==> src/rtl/alu_bist_engine.sv <==
// Logic BIST engine: an LFSR drives a WIDTH-bit ALU and a MISR compacts the results.
// The final signature is checked against a golden value, or the run always passes in capture mode.
module alu_bist_engine #(
    parameter int unsigned      WIDTH        = 8,
    parameter int unsigned      NUM_PATTERNS = 256,
    parameter int unsigned      LW           = 2*WIDTH+3,
    parameter logic [LW-1:0]    LFSR_SEED    = LW'(1),
    parameter logic [LW-1:0]    LFSR_TAPS    = LW'('h2B5),
    parameter logic [WIDTH-1:0] MISR_POLY    = WIDTH'('h1D)
) (
    input  logic                                clk,
    input  logic                                reset,
    input  logic                                bist_start,
    input  logic                                mode,
    input  logic [WIDTH-1:0]                    golden_sig,
    input  logic                                fault_en,
    input  logic [$clog2(WIDTH)-1:0]            fault_bit,
    output logic                                bist_busy,
    output logic                                bist_done,
    output logic                                bist_pass,
    output logic                                bist_fail,
    output logic [WIDTH-1:0]                    signature,
    output logic [$clog2(NUM_PATTERNS+1)-1:0]   pattern_count
);

    localparam int unsigned CW = $clog2(NUM_PATTERNS+1);
    // An all-zero seed would lock the LFSR, so it is replaced by 1.
    localparam logic [LW-1:0] SEED_EFF = (LFSR_SEED == '0) ? LW'(1) : LFSR_SEED;
    localparam logic [CW-1:0] LAST_CNT = CW'(NUM_PATTERNS - 1);

    typedef enum logic [2:0] {
        IDLE    = 3'd0,
        INIT    = 3'd1,
        RUN     = 3'd2,
        COMPARE = 3'd3,
        DONE    = 3'd4
    } state_t;

    state_t            state_q, state_d;
    logic [LW-1:0]     lfsr_q, lfsr_d;
    logic [WIDTH-1:0]  misr_q, misr_d;
    logic [CW-1:0]     count_q, count_d;
    logic              mode_q, mode_d;
    logic [WIDTH-1:0]  golden_q, golden_d;
    logic              pass_q, pass_d;
    logic              fail_q, fail_d;
    logic              busy_q, busy_d;
    logic              done_q, done_d;

    logic [2:0]        opcode;
    logic [WIDTH-1:0]  op_a, op_b;
    logic [WIDTH-1:0]  alu_res, fault_mask, result;
    logic [WIDTH-1:0]  misr_next;
    logic [LW-1:0]     lfsr_next;
    logic              verdict;

    assign opcode = lfsr_q[2:0];
    assign op_b   = lfsr_q[WIDTH+2:3];
    assign op_a   = lfsr_q[2*WIDTH+2:WIDTH+3];

    // Datapath ALU under test
    always_comb begin
        alu_res = '0;
        case (opcode)
            3'd0:    alu_res = op_a + op_b;
            3'd1:    alu_res = op_a - op_b;
            3'd2:    alu_res = op_a & op_b;
            3'd3:    alu_res = op_a | op_b;
            3'd4:    alu_res = op_a ^ op_b;
            3'd5:    alu_res = {op_a[WIDTH-2:0], 1'b0};
            3'd6:    alu_res = {1'b0, op_a[WIDTH-1:1]};
            default: alu_res = ~op_a;
        endcase
    end

    assign fault_mask = WIDTH'(fault_en) << fault_bit;
    assign result     = alu_res ^ fault_mask;

    assign misr_next = {misr_q[WIDTH-2:0], 1'b0}
                     ^ (misr_q[WIDTH-1] ? MISR_POLY : '0)
                     ^ result;
    assign lfsr_next = (lfsr_q >> 1) ^ (lfsr_q[0] ? LFSR_TAPS : '0);
    assign verdict   = mode_q | (misr_q == golden_q);

    // Next-state and datapath control
    always_comb begin
        state_d  = state_q;
        lfsr_d   = lfsr_q;
        misr_d   = misr_q;
        count_d  = count_q;
        mode_d   = mode_q;
        golden_d = golden_q;
        pass_d   = pass_q;
        fail_d   = fail_q;
        case (state_q)
            IDLE, DONE: begin
                if (bist_start) begin
                    state_d  = INIT;
                    lfsr_d   = SEED_EFF;
                    misr_d   = '0;
                    count_d  = '0;
                    pass_d   = 1'b0;
                    fail_d   = 1'b0;
                    mode_d   = mode;
                    golden_d = golden_sig;
                end
            end
            INIT: begin
                state_d = RUN;
            end
            RUN: begin
                misr_d  = misr_next;
                lfsr_d  = lfsr_next;
                count_d = count_q + CW'(1);
                if (count_q == LAST_CNT) begin
                    state_d = COMPARE;
                end
            end
            COMPARE: begin
                pass_d  = verdict;
                fail_d  = ~verdict;
                state_d = DONE;
            end
            default: begin
                state_d = IDLE;
            end
        endcase
        busy_d = (state_d == INIT) || (state_d == RUN) || (state_d == COMPARE);
        done_d = (state_d == DONE);
    end

    always_ff @(posedge clk) begin
        if (reset) begin
            state_q  <= IDLE;
            lfsr_q   <= '0;
            misr_q   <= '0;
            count_q  <= '0;
            mode_q   <= 1'b0;
            golden_q <= '0;
            pass_q   <= 1'b0;
            fail_q   <= 1'b0;
            busy_q   <= 1'b0;
            done_q   <= 1'b0;
        end else begin
            state_q  <= state_d;
            lfsr_q   <= lfsr_d;
            misr_q   <= misr_d;
            count_q  <= count_d;
            mode_q   <= mode_d;
            golden_q <= golden_d;
            pass_q   <= pass_d;
            fail_q   <= fail_d;
            busy_q   <= busy_d;
            done_q   <= done_d;
        end
    end

    assign bist_busy     = busy_q;
    assign bist_done     = done_q;
    assign bist_pass     = pass_q;
    assign bist_fail     = fail_q;
    assign signature     = misr_q;
    assign pattern_count = count_q;

endmodule

==> config.mk <==
export PLATFORM = sky130hd
export DESIGN_NAME = alu_bist_engine
export DESIGN_NICKNAME = d
export VERILOG_FILES = /design/src/rtl/alu_bist_engine.sv
export SDC_FILE = /design/constraint.sdc
export NUM_CORES = 1
export LEC_CHECK = 0
export BUFFER_PORTS_ARGS = -buffer_cell sky130_fd_sc_hd__buf_2
export CAP_MARGIN = 30
export CORE_ASPECT_RATIO = 0.9
export CORE_UTILIZATION = 40
export DETAILED_ROUTE_END_ITERATION = 10
export GPL_TIMING_DRIVEN = 1
export PLACE_DENSITY = 0.59
export RECOVER_POWER = 100
export SLEW_MARGIN = 0
export SYNTH_ARGS = -nofsm -noshare
export SYNTH_HDL_FRONTEND = slang
export SYNTH_SLANG_ARGS = --single-unit
==> constraint.sdc <==
create_clock -name clk -period 2.66 [get_ports clk]
set_input_delay 0.532 -clock clk [delete_from_list [all_inputs] [get_ports clk]]
set_output_delay 0.532 -clock clk [all_outputs]
set_load 0.02 [all_outputs]
==> impl_results.md <==
- Routed WL: 6100 µm
- GP Congestion: 0.848
- N_diodes: 0
- DR WL/cell: 13.3 µm
- Largest family of logic cells by synthesized area: simple AND/OR/NAND/NOR gates
- RR Startpoint: lfsr_q[1]$_SDFFE_PP0P_
- Detail Placement HPWL: 4420 µm
- Adder-Cell Fraction of Synth Area: 0.0365
- Rel. slew slack: 0.592
- Metal1 wirelength: 3230 µm
- Design Power: 1560 µW
- Vias in the first global route: 2089
- Unrepaired setup endpoints after global routing: no
- R2R Setup Slk: 0.25 ns
- Clock-pin slew on the worst setup and hold paths: 0.10 ns
- Initial antenna violation count: 0
- Sequential area share after synthesis: 0.314
- Fin crit share: 0.908
- Clock root buffer: clkbuf_8
- Setup tns final: 0 ns
- Cell Area, Synth: 2740 µm²
- CP Capture Type: flip-flop
- DR top layer: met4
- Area contributors post-synth: dfxtp_1, nor2_1, xor2_1
- CP peak stage delay: 0.46 ns
- Critical path class: reg -> reg
- Clk network pwr share: 0.345
- TritonCTS Buffers: 5
- Hold WC Path Type: in -> reg
- CP startpoint kind: flip-flop
- Synth async-reset ratio: 0
- CTS tree: built
- Synth Area in Simple Gates: 0.275
- Mux contribution to synthesized area: 0.0283
- Post_cts resized: 0
- Die X: 89.3 µm
- Synth Area in Compound Gates: 0.186
- Worst Reg-to-Reg Cells: 9
- Logic pwr share: 0.208
- Max-slew violation count: 0
- Synth Register Bits: 43
- CTS Sinks: 43
- Global-route wire length before repair: 9840 µm
- Post-Synth XOR/XNOR Area: 0.108
- Metal2 WL: 2610 µm
- Final hold violations: 0
- Syn_nets: 362
- Synth area leader: dfxtp_1
- Max stage delay cell, worst path: dfxtp_1
- DRC violations left: 0
- Crit-path cells: inv_1, ha_1, nor2b_2, a21o_1, a22oi_2, nor2_2, mux2_1, o41ai_2, a21oi_1
- Worst reg2reg path endpoint: signature[5]$_SDFFE_PP0P_
- PwrDens: 509 nW/µm²
- Grt total ovfl: 0
- Synth Instances: 338
- CP arrival: 2.59 ns
- 1st-pass router iterations: 5
- Pre-CTS setup slack: 0.308 ns
- CP Capture Point: signature[5]$_SDFFE_PP0P_
- Sw Share: 0.304
- EDFF count, synth: 0
- DIE HEIGHT: 80.6 µm
- Synth warn: 0
- Post-CTS Setup Bufs: 0
- Synthesized area per cell: 8.11 µm²
- Max Freq: 414 MHz
- Area of the core: 6590 µm²
- Metal3 WL: 227 µm
- Post-cts hold buffer count: 0
- DRT antenna net count: 0
- GRT Total Usage: 0.177
- Leak pwr: 0.00121 µW
- Max Cap Viol: 0
- P_int: 1080 µW
- Net Switching: 474 µW
- Final worst slack: 0.246 ns
- Least-Margin Pin Slew: 0.610 ns
- Setup crit start: lfsr_q[1]$_SDFFE_PP0P_
- Layout cells sized above 1: 0.128
- Sequential power share: 0.447
- Ys flop type: dfxtp_1
- Netlist cell types: 62
- Worst-path fanout max: 7
- Via count: 2404
- Tmin final: 2.41 ns
- Initial Util: 0.416
- Max Clock Skew: 0.00846 ns
- Maximum vdd drop: 0.000291 V
- CTS H-tree lvls: 2
- Worst-skew pair later-pin latency: 0.30 ns
- Row count: 28
- Fin nets: 391
- DR iter-0 viols: 179
- # port buffers: 36
- Vias per Instance: 5.25
- Endpoints failing setup: 0
- Area delta synth->final: 11.7%
- Ports: 37
- Status: finished clean
- Worst Path Required: 2.83 ns
- Share of the synthesized area in the top cell type: 0.314
- Largest net degree at the start of global routing: 42
- Die ar.: 7190 µm²
- Clock Path Buffers: 2
[cells by family (layout without fill, tap and decap cells)]
| kind of cell | count (synthesis) | count (layout) |
|---|---|---|
| and+or+nand+nor | 142 | 142 |
| AOI/OAI and AO/OA | 75 | 75 |
| DFF | 43 | 43 |
| xor gates and xnor gates | 33 | 33 |
| buffers and inverters | 30 | 60 |
| adders and majority gates | 8 | 8 |
| muxes | 7 | 7 |
[cells in the final DEF, fill, tap and decap left out, types with 3 or more instances in the layout]
cell / netlist / routed
nor2_1: 49 / 49
dfxtp_1: 43 / 43
nand2_1: 34 / 34
a21oi_1: 24 / 24
clkbuf_1: 16 / 22
xor2_1: 18 / 18
buf_2: 1 / 15
xnor2_1: 14 / 14
a22oi_1: 13 / 13
nand3_1: 10 / 10
inv_1: 8 / 8
ha_1: 8 / 8
nand3b_1: 6 / 6
a31oi_1: 6 / 6
a211oi_1: 6 / 6
buf_4: 2 / 6
o21ai_0: 4 / 5
clkbuf_8: 0 / 5
mux2i_1: 4 / 4
o211ai_1: 4 / 4
nor3_1: 4 / 4
nand4b_1: 4 / 4
nand2b_1: 3 / 3
or3_1: 3 / 3
or2_2: 3 / 3
[layer usage]
layer,up-vias,track usage
met5,-,0
met4,0,0.0381
met3,4,0.0339
met2,45,0.257
met1,1119,0.267
li1,1236,-
[sequential cells by signal, summed over array words and instances, names as in the netlist]
name,count
state_q,3
bist_done,1
golden_q,8
pattern_count,9
signature,8
lfsr_q,10
bist_busy,1
bist_pass,1
bist_fail,1
mode_q,1
[area by class of cell]
type | count | area, µm²
Fill cell | 711 | 3520
Multi-Input combinational cell | 265 | 1730
Sequential cell | 43 | 861
Timing Repair Buffer | 44 | 214
Tap cell | 90 | 113
Clock buffer | 5 | 68.8
Clock inverter | 3 | 46.3
Inverter | 8 | 30.0
[worst max-delay path: cells and delay by family, from the launching register on]
| kind | cells | cell delay (ns) |
|---|---|---|
| muxes | 1 | 0.33 |
| and+or+nand+nor | 2 | 0.31 |
| buffers and inverters | 1 | 0.10 |
| AOI/OAI and AO/OA | 4 | 0.83 |
| adders and majority gates | 1 | 0.27 |
| DFF | 1 | 0.46 |
[synthesized netlist by cell type (2+ instances only)]
| cell | count |
|---|---|
| buf_4 | 2 |
| a21o_1 | 2 |
| o21ai_0 | 4 |
| nor3_1 | 4 |
| a211oi_1 | 6 |
| nor2_1 | 49 |
| ha_1 | 8 |
| nor4_1 | 2 |
| nor3b_1 | 3 |
| dfxtp_1 | 43 |
| or2_2 | 3 |
| nand3b_1 | 6 |
| o21ai_1 | 3 |
| or3b_1 | 2 |
| a22oi_1 | 13 |
| or3_1 | 3 |
| nand2b_1 | 3 |
| nand3_1 | 10 |
| a31oi_1 | 6 |
| clkbuf_1 | 16 |
| nand2_1 | 34 |
| buf_6 | 3 |
| o211ai_1 | 4 |
| xnor2_1 | 14 |
| xor2_1 | 18 |
| a21oi_1 | 24 |
| nor2b_1 | 2 |
| mux2i_1 | 4 |
| and3_1 | 2 |
| nand4_1 | 2 |
| inv_1 | 8 |
| nand4b_1 | 4 |
| o21a_1 | 2 |
[worst min path at each step]
stage | startpoint | end | slack (ns) | cells after the start
after global placement | mode_q$_SDFFE_PP0P_ | mode_q$_SDFFE_PP0P_ | 0.45 | 2
after CTS | mode | mode_q$_SDFFE_PP0P_ | 0.45 | 3
after global routing | golden_sig[3] | golden_q[3]$_SDFFE_PP0P_ | 0.46 | 3
after floorplan | mode_q$_SDFFE_PP0P_ | mode_q$_SDFFE_PP0P_ | 0.44 | 2
final | mode | mode_q$_SDFFE_PP0P_ | 0.45 | 3
after detailed placement | mode_q$_SDFFE_PP0P_ | mode_q$_SDFFE_PP0P_ | 0.45 | 2
[power groups by stage]
stage	registers [µW]	logic, µW	clock network (µW)
3_5_place_dp	712	331	0
2_1_floorplan	711	249	0
3_3_place_gp	711	326	0
5_1_grt	702	360	574
4_1_cts	697	333	550
6_report	697	324	538
[metrics by stage]
stage | area (µm²) | util | instances | hold WS (ns)
final | 3060 | 0.465 | 458 | 0.455
after global routing | 3060 | 0.465 | 458 | 0.461
after CTS | 3110 | 0.472 | 458 | 0.451
after detailed placement | 2990 | 0.454 | 450 | 0.452
after global placement | 2980 | 0.452 | 449 | 0.446
after floorplan | 2740 | - | 338 | 0.437
(Power assumes the default switching activity.)
